`config.mk`:
```
export PLATFORM = sky130hd
export DESIGN_NAME = link_tx_sched
export DESIGN_NICKNAME = d
export VERILOG_FILES = /design/src/rtl/link_pkg.sv /design/src/rtl/link_token_sync.sv /design/src/rtl/link_tx_sched.sv
export SDC_FILE = /design/constraint.sdc
export NUM_CORES = 1
export LEC_CHECK = 0
export CAP_MARGIN = 20
export CORE_AREA = 4 4 87 89
export DETAILED_ROUTE_END_ITERATION = 10
export DIE_AREA = 0 0 91 93
export HOLD_SLACK_MARGIN = 0.08
export PLACE_DENSITY = 0.84
export SETUP_SLACK_MARGIN = 0.02
export SLEW_MARGIN = 20
export SYNTH_ARGS = -nofsm -noshare
export SYNTH_HDL_FRONTEND = slang
export SYNTH_HIERARCHICAL = 1
export SYNTH_SLANG_ARGS = --single-unit
```
`constraint.sdc`:
```
create_clock -name clk -period 6.6 [get_ports clk]
set_input_delay 0.66 -clock clk [delete_from_list [all_inputs] [get_ports clk]]
set_output_delay 0.66 -clock clk [all_outputs]
set_load 0.02 [all_outputs]
```
`src/rtl/link_pkg.sv`:
```
// Shared constants and types for the off-chip link transmit side.
// Ports: none (package).
//   Geometry of the downstream receiver buffer and of the core word,
//   the transmit FSM state type, and the credit derivation.
package link_pkg;

  localparam int LINK_BYTE_W    = 8;
  localparam int CORE_WORD_W    = 32;
  localparam int BEATS_PER_WORD = 4;
  localparam int RX_BUF_ENTRIES = 8;
  localparam int RX_ENTRY_W     = 16;
  localparam int TOKEN_ENTRIES  = 4;

  typedef enum logic {
    IDLE,
    SEND
  } tx_state_e;

  // Receiver capacity expressed in whole core words.
  function automatic int derive_credits();
    return RX_BUF_ENTRIES * RX_ENTRY_W / CORE_WORD_W;
  endfunction

  // Core words freed by one token toggle.
  function automatic int derive_token_words();
    return TOKEN_ENTRIES * RX_ENTRY_W / CORE_WORD_W;
  endfunction

endpackage

```
`src/rtl/link_token_sync.sv`:
```
// Credit-return token synchronizer.
// Ports:
//   clk         in  link clock
//   rst         in  synchronous active-high reset
//   token_in    in  asynchronous toggle from the receiver
//   token_event out one-cycle pulse per edge (rise or fall) of the synced token
module link_token_sync (
  input  logic clk,
  input  logic rst,
  input  logic token_in,
  output logic token_event
);

  logic sync1;
  logic sync2;
  logic last;

  // Flops reset to 0 because the receiver's token line also resets to 0.
  always_ff @(posedge clk) begin
    if (rst) begin
      sync1 <= 1'b0;
      sync2 <= 1'b0;
      last  <= 1'b0;
    end else begin
      sync1 <= token_in;
      sync2 <= sync1;
      last  <= sync2;
    end
  end

  assign token_event = sync2 ^ last;

endmodule

```
`src/rtl/link_tx_sched.sv`:
```
// Upstream link transmit scheduler.
// Round-robin arbitration of NUM_REQ core requesters, serialization of each
// granted 32-bit word into 4 bytes (low byte first), and credit flow control
// against the receiver buffer with credits returned as token toggles.
// Ports:
//   clk, rst      link clock, synchronous active-high reset
//   req_valid     per-requester word valid
//   req_data      packed words, requester i at [32i+31:32i]
//   req_ready     one-hot accept pulse (word taken this cycle)
//   io_valid_out  byte valid toward receiver
//   io_data_out   byte toward receiver (holds while not valid)
//   io_token_in   asynchronous credit toggle from receiver
//   credit_cnt    credits currently available
//   busy          high while serializing
//   grant_id      requester currently being sent
import link_pkg::*;

module link_tx_sched #(
  parameter int NUM_REQ     = 4,
  parameter int CREDITS     = derive_credits(),
  parameter int TOKEN_WORDS = derive_token_words(),
  parameter int CNT_W       = 3
) (
  input  logic                       clk,
  input  logic                       rst,
  input  logic [NUM_REQ-1:0]         req_valid,
  input  logic [NUM_REQ*32-1:0]      req_data,
  output logic [NUM_REQ-1:0]         req_ready,
  output logic                       io_valid_out,
  output logic [7:0]                 io_data_out,
  input  logic                       io_token_in,
  output logic [CNT_W-1:0]           credit_cnt,
  output logic                       busy,
  output logic [$clog2(NUM_REQ)-1:0] grant_id
);

  localparam int ID_W   = $clog2(NUM_REQ);
  localparam int BEAT_W = $clog2(BEATS_PER_WORD);
  localparam int SUM_W  = CNT_W + 2;
  localparam int unsigned NREQ_U = NUM_REQ;
  localparam logic [BEAT_W-1:0] LAST_BEAT = BEAT_W'(BEATS_PER_WORD - 1);

  tx_state_e              state;
  tx_state_e              state_nxt;
  logic [BEAT_W-1:0]      beat;
  logic [CORE_WORD_W-1:0] word;
  logic [ID_W-1:0]        rr_ptr;
  logic [ID_W-1:0]        sel;
  logic                   grant;
  logic                   token_event;
  logic [SUM_W-1:0]       credit_sum;
  logic                   sat;
  logic [CNT_W-1:0]       credit_nxt;
  logic                   sat_err;

  link_token_sync u_token_sync (
    .clk         (clk),
    .rst         (rst),
    .token_in    (io_token_in),
    .token_event (token_event)
  );

  // Round-robin pick: first valid requester at or after rr_ptr, wrapping.
  always_comb begin
    int unsigned idx;
    grant = 1'b0;
    sel   = '0;
    idx   = 0;
    if (state == IDLE && credit_cnt != '0) begin
      for (int unsigned k = 0; k < NREQ_U; k++) begin
        idx = 32'(rr_ptr) + k;
        if (idx >= NREQ_U) idx = idx - NREQ_U;
        if (!grant && req_valid[idx[ID_W-1:0]]) begin
          grant = 1'b1;
          sel   = idx[ID_W-1:0];
        end
      end
    end
  end

  always_comb begin
    req_ready = '0;
    if (grant) req_ready[sel] = 1'b1;
  end

  always_comb begin
    state_nxt = state;
    case (state)
      IDLE:    if (grant) state_nxt = SEND;
      SEND:    if (beat == LAST_BEAT) state_nxt = IDLE;
      default: state_nxt = IDLE;
    endcase
  end

  always_ff @(posedge clk) begin
    if (rst) state <= IDLE;
    else     state <= state_nxt;
  end

  // A grant needs credit_cnt > 0 from the pick above, so the subtraction
  // cannot underflow even when a return lands in the same cycle.
  always_comb begin
    credit_sum = SUM_W'(credit_cnt) - SUM_W'(grant)
               + (token_event ? SUM_W'(TOKEN_WORDS) : '0);
    sat        = credit_sum > SUM_W'(CREDITS);
    credit_nxt = sat ? CNT_W'(CREDITS) : credit_sum[CNT_W-1:0];
  end

  // beat parks on the last beat after a word so io_data_out keeps showing
  // the final byte until the next grant reloads word and beat together.
  always_ff @(posedge clk) begin
    if (rst) begin
      beat       <= '0;
      word       <= '0;
      rr_ptr     <= '0;
      grant_id   <= '0;
      credit_cnt <= CNT_W'(CREDITS);
      sat_err    <= 1'b0;
    end else begin
      if (grant) begin
        word     <= req_data[sel*CORE_WORD_W +: CORE_WORD_W];
        beat     <= '0;
        grant_id <= sel;
        rr_ptr   <= (sel == ID_W'(NUM_REQ - 1)) ? '0 : sel + 1'b1;
      end else if (state == SEND && beat != LAST_BEAT) begin
        beat <= beat + 1'b1;
      end
      credit_cnt <= credit_nxt;
      if (sat) sat_err <= 1'b1;
    end
  end

  assign io_valid_out = (state == SEND);
  assign busy         = (state == SEND);
  assign io_data_out  = word[beat*LINK_BYTE_W +: LINK_BYTE_W];

  credit_bound: assert property (@(posedge clk) disable iff (rst)
    credit_cnt <= CNT_W'(CREDITS));
  ready_onehot: assert property (@(posedge clk) disable iff (rst)
    $onehot0(req_ready));
  credit_overflow_seen: cover property (@(posedge clk) sat_err);

endmodule

```
==> flow_summary.toml, run 1 <==
[outcome]
outcome = "finished clean"

[layout]
final.fill_count = 563
final_design_area_no_fill_um2 = 4390
area_growth_syn_to_layout_pct = 58.2
finalCoreUtilization_pct = 65.0
nNetsFinal = 562
layout-drive-gt1-share_pct = 7.64
antenna_cells_inserted = 0

[sta]
timing_max_transition_violations_final = 0
tightest_slew_ns = 1.02
final_period_minus_worst_setup_slack_ns = 4.07
final_hold_viol_count = 0
tns_ns = 0
timing.clock.skew_ns = 0.00608
report.final.setup_viol = 0
maxClockFrequency_ghz = 0.246
grt_setup_unrepaired = "no"
max_slew_margin_pct = 31.5
final.period_utilization_pct = 61.6

[drt]
vias_per_cell = 5.49
routed-via-count = 2741
total_wirelength_of_the_detailed_routed_design_um = 8960
final_antenna_net_count = 0
drt-wirelength-per-cell_um = 17.9
first_iter_violations = 158
firstDrtPassIters = 4
number_of_design_rule_violations_left_after_detail_routing = 0

[grt]
grt.overflow.total = 0
grt_start_max_net_pins = 42
wire_length_of_the_first_global_routing_pass_um = 13900
first_global_vias = 2833
globalRouteTotalUtil_pct = 20.2
grt_antenna_before_repair = 0

[logic_synthesis]
async_flop_share_pct = 0
synth_fp_nets = 423
synth.yosys.seq_area_share_pct = 32.5
synth_seq_cells = 45
synth_top_area_share_pct = 32.5
synth.cell_area_um2 = 2780
synth_cell_type_count = 39
synth_top_cell_by_area = "dfxtp_1"
ys_top_cells_by_area = "dfxtp_1, mux2i_1, a221oi_1, o221ai_1, mux4_2"
synth.avg_cell_area_um2 = 9.95
post_synth_inst_count = 279
synth_ff_type = "dfxtp_1"
synth-warning-count = 6
synth_enable_flop_cells = 0

[clock_tree]
cts_root_buffer = "clkbuf_8"
cts-resized-gates = 0
clock_insertion_delay_worst_skew_ns = 0.29
cts_num_sinks = 45
cts.htree.levels = 2
clk_transition_reported_paths_ns = 0.09
max-clock-path-buffers = 2
clock_tree_from_tritoncts = "done"
post_cts.repair.setup_buffers = 0
hold_buffers = 0
tritoncts.num_buffers = 5

[die]
num_io_pins = 154
dieArea_um2 = 8460
horizontal_extent_of_the_die_um = 91
core_area_um2 = 6760
fp.dieH_um = 93
initial_core_util_pct = 41.1
num_rows = 30

[hold_path]
timing.hold.worst.class = "reg2reg"

[worst_setup_path]
path_cells = "clkdlybuf4s50_1, nor2b_1, a221oi_1, nor4_4, inv_1, ha_1, and2_1, clkdlybuf4s50_1"
crit_type = "in2out"
worst_path_largest_cell_delay_ns = 0.79
setup.reg_to_reg.worst_slack_ns = 3.41
required_ns = 5.94
critical_path.endpoint_type = "output port"
cpMaxStageDelayCell = "nor4_4"
crit_arrival_ns = 3.41
timing.critical_path.mode_cell = "clkdlybuf4s50_1"
cp_max_fo = 16
worst_setup_path_start_kind = "input pin"

[power_and_ir_drop]
static-leakage-power_nw = 1.74
max-vdd-ir-drop_uv = 111
total_power_mw = 1.29
cellPowerDensity_nw_per_um2 = 293

[job]
maxCapViolations = 0

[placed_design]
dpl_cell_area_um2 = 4300
place_hpwl_um = 6980
routabilityCongestion = 0.892
port_buffers = 153
==> metrics by stage <==
step | worst slack, ns | hold slack, ns | cells
floorplan | 3.85 | 0.414 | 279
global placement | 2.64 | 0.438 | 491
detailed placement | 2.51 | 0.433 | 491
CTS | 2.51 | 0.454 | 499
global route | 2.32 | 0.477 | 499
finish | 2.53 | 0.453 | 499
==> synth_stat cells (2+ instances only) <==
master    number
a21oi_1        6
a221oi_1      30
a221oi_2       2
and2_1         4
buf_2          7
buf_4          5
buf_6          5
clkbuf_1       8
dfxtp_1       45
ha_1           9
inv_1         41
mux2i_1       33
mux4_2         8
nand2_1        6
nor2_1         7
nor2b_1        6
nor3_1         3
o21ai_0        2
o221ai_1      25
o221ai_2       6
or3_1          2
xor2_1         2
==> report_power, final <==
part | switching [mW] | total, mW | leakage [nW] | internal, mW
Sequential | 0.0781 | 0.441 | 0.373 | 0.363
Combinational | 0.335 | 0.670 | 1.32 | 0.335
Clock | 0.0980 | 0.175 | 0.0452 | 0.0772
Total | 0.511 | 1.29 | 1.74 | 0.776
==> metal layers <==
layer / track usage [%] / wire length (um) / share of wire, %
met5: 0 / 0 / 0
met4: 3.64 / 63 / 0.70
met3: 4.75 / 643 / 7.2
met2: 38.1 / 4590 / 51
met1: 23.3 / 3660 / 41
==> worst max-delay path: cells and delay by family <==
kind / cells / cell delay [ns]
AOI/OAI and AO/OA: 1 / 0.14
adders and majority gates: 1 / 0.24
buffers and inverters: 3 / 1.25
and+or+nand+nor: 3 / 1.12
==> layout make-up <==
class / count / area, um2 / share of cell area, %
clock buffers: 5 / 68.8 / 1.57
clock inverters: 3 / 25.0 / 0.570
inverters: 41 / 154 / 3.51
multi-input cells: 167 / 1570 / 35.8
flip-flops and latches: 45 / 901 / 20.5
well taps: 80 / 100 / 2.28
repair buffers: 158 / 1570 / 35.7
==> cell usage in the layout (no fill, tap or decap), drive strengths merged, types with 6 or more instances in the layout <==
master,n
dfxtp,45
a21oi,6
mux4,8
inv,42
clkdlybuf4s50,153
o221ai,31
nor2,8
nor2b,6
mux2i,33
ha,9
a221oi,32
nand2,6
==> registers in the layout, indices dropped and copies added (netlist names) <==
signal and flops:
beat 2, busy 1, credit_cnt 3, grant_id 2
rr_ptr 2, u_token_sync/last 1, u_token_sync/sync1 1, u_token_sync/sync2 1
word 32
==> final timing paths <==
check                                     start                       endpoint  cells after the start
setup reg to reg       credit_cnt[1]$_SDFF_PP0_       credit_cnt[0]$_SDFF_PP0_                     11
hold reg to reg   u_token_sync/sync1$_SDFF_PP0_  u_token_sync/sync2$_SDFF_PP0_                      1
hold / removal    u_token_sync/sync1$_SDFF_PP0_  u_token_sync/sync2$_SDFF_PP0_                      1
setup / recovery                   req_valid[2]                   req_ready[1]                      8
==> kinds of logic after synthesis <==
logic type / after synthesis / share of synthesized area, %
adder cells (fa/ha/maj): 9 / 4.06
XOR/XNOR: 3 / 0.947
multiplexers: 41 / 18.4
flip-flops: 45 / 32.5
AND/OR/NAND/NOR: 36 / 7.48
buffers and inverters: 67 / 11.4
AO/OA/AOI/OAI: 78 / 25.2
(Power assumes the default switching activity.)
==> run 2, diff against run 1 <==
--- a/config.mk
+++ b/config.mk
@@ -6,11 +6,11 @@
 export NUM_CORES = 1
 export LEC_CHECK = 0
 export CAP_MARGIN = 20
-export CORE_AREA = 4 4 87 89
+export CORE_AREA = 4 4 95 97
 export DETAILED_ROUTE_END_ITERATION = 10
-export DIE_AREA = 0 0 91 93
+export DIE_AREA = 0 0 99 101
 export HOLD_SLACK_MARGIN = 0.08
-export PLACE_DENSITY = 0.84
+export PLACE_DENSITY = 0.75
 export SETUP_SLACK_MARGIN = 0.02
 export SLEW_MARGIN = 20
 export SYNTH_ARGS = -nofsm -noshare
==> constraint.sdc (replaced) <==
create_clock -name clk -period 3.3 [get_ports clk]
set_input_delay 0.33 -clock clk [delete_from_list [all_inputs] [get_ports clk]]
set_output_delay 0.33 -clock clk [all_outputs]
set_load 0.02 [all_outputs]
==> flow_summary.toml, run 2 (synthesis gave the netlist of run 1 again) <==
[layout]
most_common_cell_after_layout_fill_and_taps_aside = "clkdlybuf4s50_1"
final.fill_count = 746
area_growth_syn_to_layout_pct = 62.3
layout-drive-gt1-share_pct = 8.73
non_filler_instance_count_after_layout = 529
final_cell_mix = "clkdlybuf4s50_1, dfxtp_1, inv_1"
largest_reg_flops = 32
nNetsFinal = 567
register_with_the_most_flip_flops = "word"
antenna_cells_inserted = 0
reg_top3 = "word x32, credit_cnt x3"

[power_and_ir_drop]
p_int_mw = 1.72
static-leakage-power_nw = 1.79
p_switching_mw = 1.03
power.switching_fraction_pct = 37.5
cellPowerDensity_nw_per_um2 = 610
max-vdd-ir-drop_uv = 251
combPwrFrac_pct = 49.5
seqPwrFrac_pct = 32.2
power.share.clock_pct = 18.3

[clock_tree]
cts-resized-gates = 0
hold_buffers = 0
clock_tree_from_tritoncts = "done"
clk_transition_reported_paths_ns = 0.09
cts.htree.levels = 2
cts_num_sinks = 45
post_cts.repair.setup_buffers = 0
cts_root_buffer = "clkbuf_8"
max-clock-path-buffers = 2
tritoncts.num_buffers = 5
clock_insertion_delay_worst_skew_ns = 0.30

[sta]
maxClockFrequency_ghz = 0.346
finalHoldWorstSlack_ns = 0.447
final.period_utilization_pct = 87.5
tightest_slew_ns = 0.657
final_hold_viol_count = 0
final_period_minus_worst_setup_slack_ns = 2.89
final.setup.worst_slack_ns = 0.411
timing.clock.skew_ns = 0.00756
max_slew_margin_pct = 56.1
report.final.setup_viol = 0
timing_max_transition_violations_final = 0
grt_setup_unrepaired = "no"
tns_ns = 0

[worst_setup_path]
cp_max_fo = 5
rr_endpoint = "credit_cnt[0]$_SDFF_PP0_"
crit_type = "in2out"
crit_arrival_ns = 2.56
critical_path.endpoint_type = "output port"
cpMaxStageDelayCell = "clkdlybuf4s50_1"
rr_worst_depth = 10
regToRegStartpoint = "credit_cnt[1]$_SDFF_PP0_"
path_cells = "clkdlybuf4s50_1, nor2b_1, nor2b_1, nor2_4, nand2_1, inv_1, ha_1, and2_1, clkdlybuf4s50_1"
worst_path_largest_cell_delay_ns = 0.54
setup.reg_to_reg.worst_slack_ns = 0.78
required_ns = 2.97
worst_setup_path_start_kind = "input pin"

[grt]
globalRouteTotalUtil_pct = 17.9
top_usage_layer = "met2"
globalRouteMet1Util_pct = 21.1
first_global_vias = 2800
grt.overflow.total = 0
wire_length_of_the_first_global_routing_pass_um = 14200
grt_antenna_before_repair = 0
grt_start_max_net_pins = 35
use_met3_pct = 4.15
globalRouteMet2Util_pct = 32.7

[die]
fp.dieH_um = 101
horizontal_extent_of_the_die_um = 99
core_area_um2 = 8130
initial_core_util_pct = 34.1
num_io_pins = 154
dieArea_um2 = 10000
num_rows = 33

[placed_design]
pre_cts_ws_ns = 0.399
port_buffers = 153
post-place-cells = 521
place_hpwl_um = 7330
routabilityCongestion = 0.824

[hold_path]
worst_hold_startpoint = "u_token_sync/sync1$_SDFF_PP0_"
min_delay_path_depth = 1
timing.hold.worst.class = "reg2reg"
timing.hold.worst_endpoint = "u_token_sync/sync2$_SDFF_PP0_"

[drt]
firstDrtPassIters = 4
number_of_design_rule_violations_left_after_detail_routing = 0
vias_per_cell = 5.27
drt-wirelength-per-cell_um = 17.9
final_antenna_net_count = 0
first_iter_violations = 134
total_wirelength_of_the_detailed_routed_design_um = 9480
routed-via-count = 2787

[job]
maxCapViolations = 0

[outcome]
outcome = "finished clean"
run 2: cell count changes in the layout (fill, tap and decap cells not counted), sizes merged:
cell / previous run / this run
clkinv: 1 / 0
bufinv: 0 / 2
clkinvlp: 1 / 0
buf: 5 / 10
run 2: layout make-up:
class | instances | area [um2] | area share [%]
Clock buffer | 5 | 68.8 | 1.53
Tap cell | 105 | 131 | 2.92
Clock inverter | 3 | 68.8 | 1.53
Multi-Input combinational cell | 167 | 1570 | 34.9
Sequential cell | 45 | 901 | 20.0
Timing Repair Buffer | 163 | 1610 | 35.7
Inverter | 41 | 154 | 3.42
run 2: worst max path at each step:
| stage | cells past startpoint | slack [ns] | end | startpoint |
|---|---|---|---|---|
| finish | 9 | 0.41 | req_ready[3] | req_valid[2] |
| global route | 8 | 0.24 | req_ready[0] | req_valid[2] |
| CTS | 8 | 0.39 | req_ready[0] | req_valid[0] |
| detailed placement | 8 | 0.40 | req_ready[0] | req_valid[2] |
| global placement | 8 | 0.50 | req_ready[0] | req_valid[2] |
| floorplan | 12 | 0.71 | credit_cnt[0]$_SDFF_PP0_ | credit_cnt[1]$_SDFF_PP0_ |
run 2: worst max-delay path: cells and delay by family:
family,cells,cell delay (ns)
buffers and inverters,3,1.16
adder cells (fa/ha/maj),1,0.21
AND/OR/NAND/NOR,5,0.87
run 2: stage by stage:
step / utilization [%] / cell area [um2] / power, mW
CTS: 55.4 / 4500 / 2.78
detailed placement: 53.7 / 4370 / 2.27
finish: 55.4 / 4500 / 2.75
floorplan: - / 2780 / 1.73
global placement: 53.7 / 4370 / 2.24
global route: 55.4 / 4500 / 2.92
run 2: per-layer routing:
metal,up-vias,wire length (um)
li1,1363,-
met5,-,0
met4,0,97
met2,117,4910
met3,6,682
met1,1301,3790
run 2: power groups by stage:
| stage | clock, mW | sequential [mW] | combinational (mW) |
|---|---|---|---|
| after CTS | 0.514 | 0.887 | 1.38 |
| after global routing | 0.537 | 0.908 | 1.48 |
| after global placement | 0 | 0.896 | 1.34 |
| after detailed placement | 0 | 0.898 | 1.37 |
| final | 0.504 | 0.884 | 1.36 |
| after floorplan | 0 | 0.834 | 0.895 |
==> run 3, diff against run 2 <==
--- a/config.mk
+++ b/config.mk
@@ -9,6 +9,7 @@
 export CORE_AREA = 4 4 95 97
 export DETAILED_ROUTE_END_ITERATION = 10
 export DIE_AREA = 0 0 99 101
+export GPL_ROUTABILITY_DRIVEN = 0
 export HOLD_SLACK_MARGIN = 0.08
 export PLACE_DENSITY = 0.75
 export SETUP_SLACK_MARGIN = 0.02
==> results of run 3 <==
The final DEF is identical to that of run 2; final timing and power are the same.
==> patch: new RTL, config.mk and constraints of run 2 <==
Change the parameter `CNT_W` from 3 to 6.
--- a/src/rtl/link_tx_sched.sv
+++ b/src/rtl/link_tx_sched.sv
@@ -21,3 +21,3 @@
   parameter int TOKEN_WORDS = derive_token_words(),
-  parameter int CNT_W       = 3
+  parameter int CNT_W       = 6
 ) (
Ports: changed (resized credit_cnt); port bits go from 154 to 157. The function was not compared with the original's and may differ.
==> patch against run 2 <==
  * Routed wire length shrank 5.6%
  * Worst setup slack got worse by 0.13 ns
  * Synthesized area is 13% higher
  * Final area grew 9.1%
  * Sequential share of layout area down 0.44 points
  * First-iteration DRC count shrank 38%
  * Via count is 1.4% higher
  * Synthesized cell count rose by 6.1%
  * Sequential cell count rose by 3
  * Critical path type unchanged
  * Critical endpoint is now req_ready[2]
  * Largest cell class is now multi-input combinational cells
Power is not compared: it rests on default switching activity, and its combinational part moved more than twofold at a synthesized area within 25%.
==> patch: results <==
status:
  status: "completed"
layout:
  multi_input_area_share: 0.410
  multi_input_gates: 219
  nNonClkInverters: 9
  clk_share: 0.0219
  bufAreaShareNonClock: 0.339
  nFillCells: 729
  fin_cells: 557
  largest_registers: "word: 32 flops, credit_cnt: 6 flops"
  syn2layout_area_growth_pct: 56.9
  nNetsFinal: 595
  seq_area_frac: 0.196
  drive_gt1_frac: 0.150
sta:
  max_slew.worst_pin.slew_ns: 0.908
  setup_ws_ns: 0.286
  finalClockSkew_ns: 0.00633
worst_setup_path:
  r2r-end: "credit_cnt[1]"
  path_max_fanout: 4
  crit_path_end: "req_ready[2]"
  cp-startpoint: "req_valid[1]"
  critPathArrivalTime_ns: 2.68
  r2r_cells: 13
placed_design:
  pre_cts_ws_ns: -0.0529
  gp_congestion: 0.818
  portBuffers: 156
  placed_area_mm2: 0.00479
  place_inst: 549
logic_synthesis:
  synth_common_cells: "mux2i_1 (66), dfxtp_1 (48), nand2_1 (38)"
  synthDistinctLibCells: 42
  post_synth_inst_count: 296
grt:
  grt_pass1_vias: 2930
  grt_max_degree: 40
  grt_pass1_wl_um: 14000
route:
  wirelength_um: 8950
[patch: cell count changes after synthesis, moves of 4 or more]
cell and change:
nand2_1 +32, inv_1 -33, mux2i_1 +33, o221ai_1 -23, o221ai_2 +24, a221oi_1 -30, buf_4 -4, xnor2_1 +4
[patch: metal layers]
metal / up-vias / GRT usage / share of wire
li1: 1410 / - / -
met1: 1311 / 0.191 / 0.37
met2: 94 / 0.338 / 0.55
met3: 11 / 0.0443 / 0.069
met4: 0 / 0.0326 / 0.011
met5: - / 0 / 0
[patch: kinds of logic (layout without fill, tap and decap cells)]
group                    count (synthesis)  in the layout  synth area share
multiplexers                            75             75             0.272
AND/OR/NAND/NOR                         76             76             0.118
AO/OA/AOI/OAI                           49             49             0.186
adder cells (fa/ha/maj)                  9              9            0.0360
buffers and inverters                   31            185            0.0607
other                                    1              3           0.00120
XOR/XNOR                                 7              7            0.0196
flip-flops                              48             48             0.307
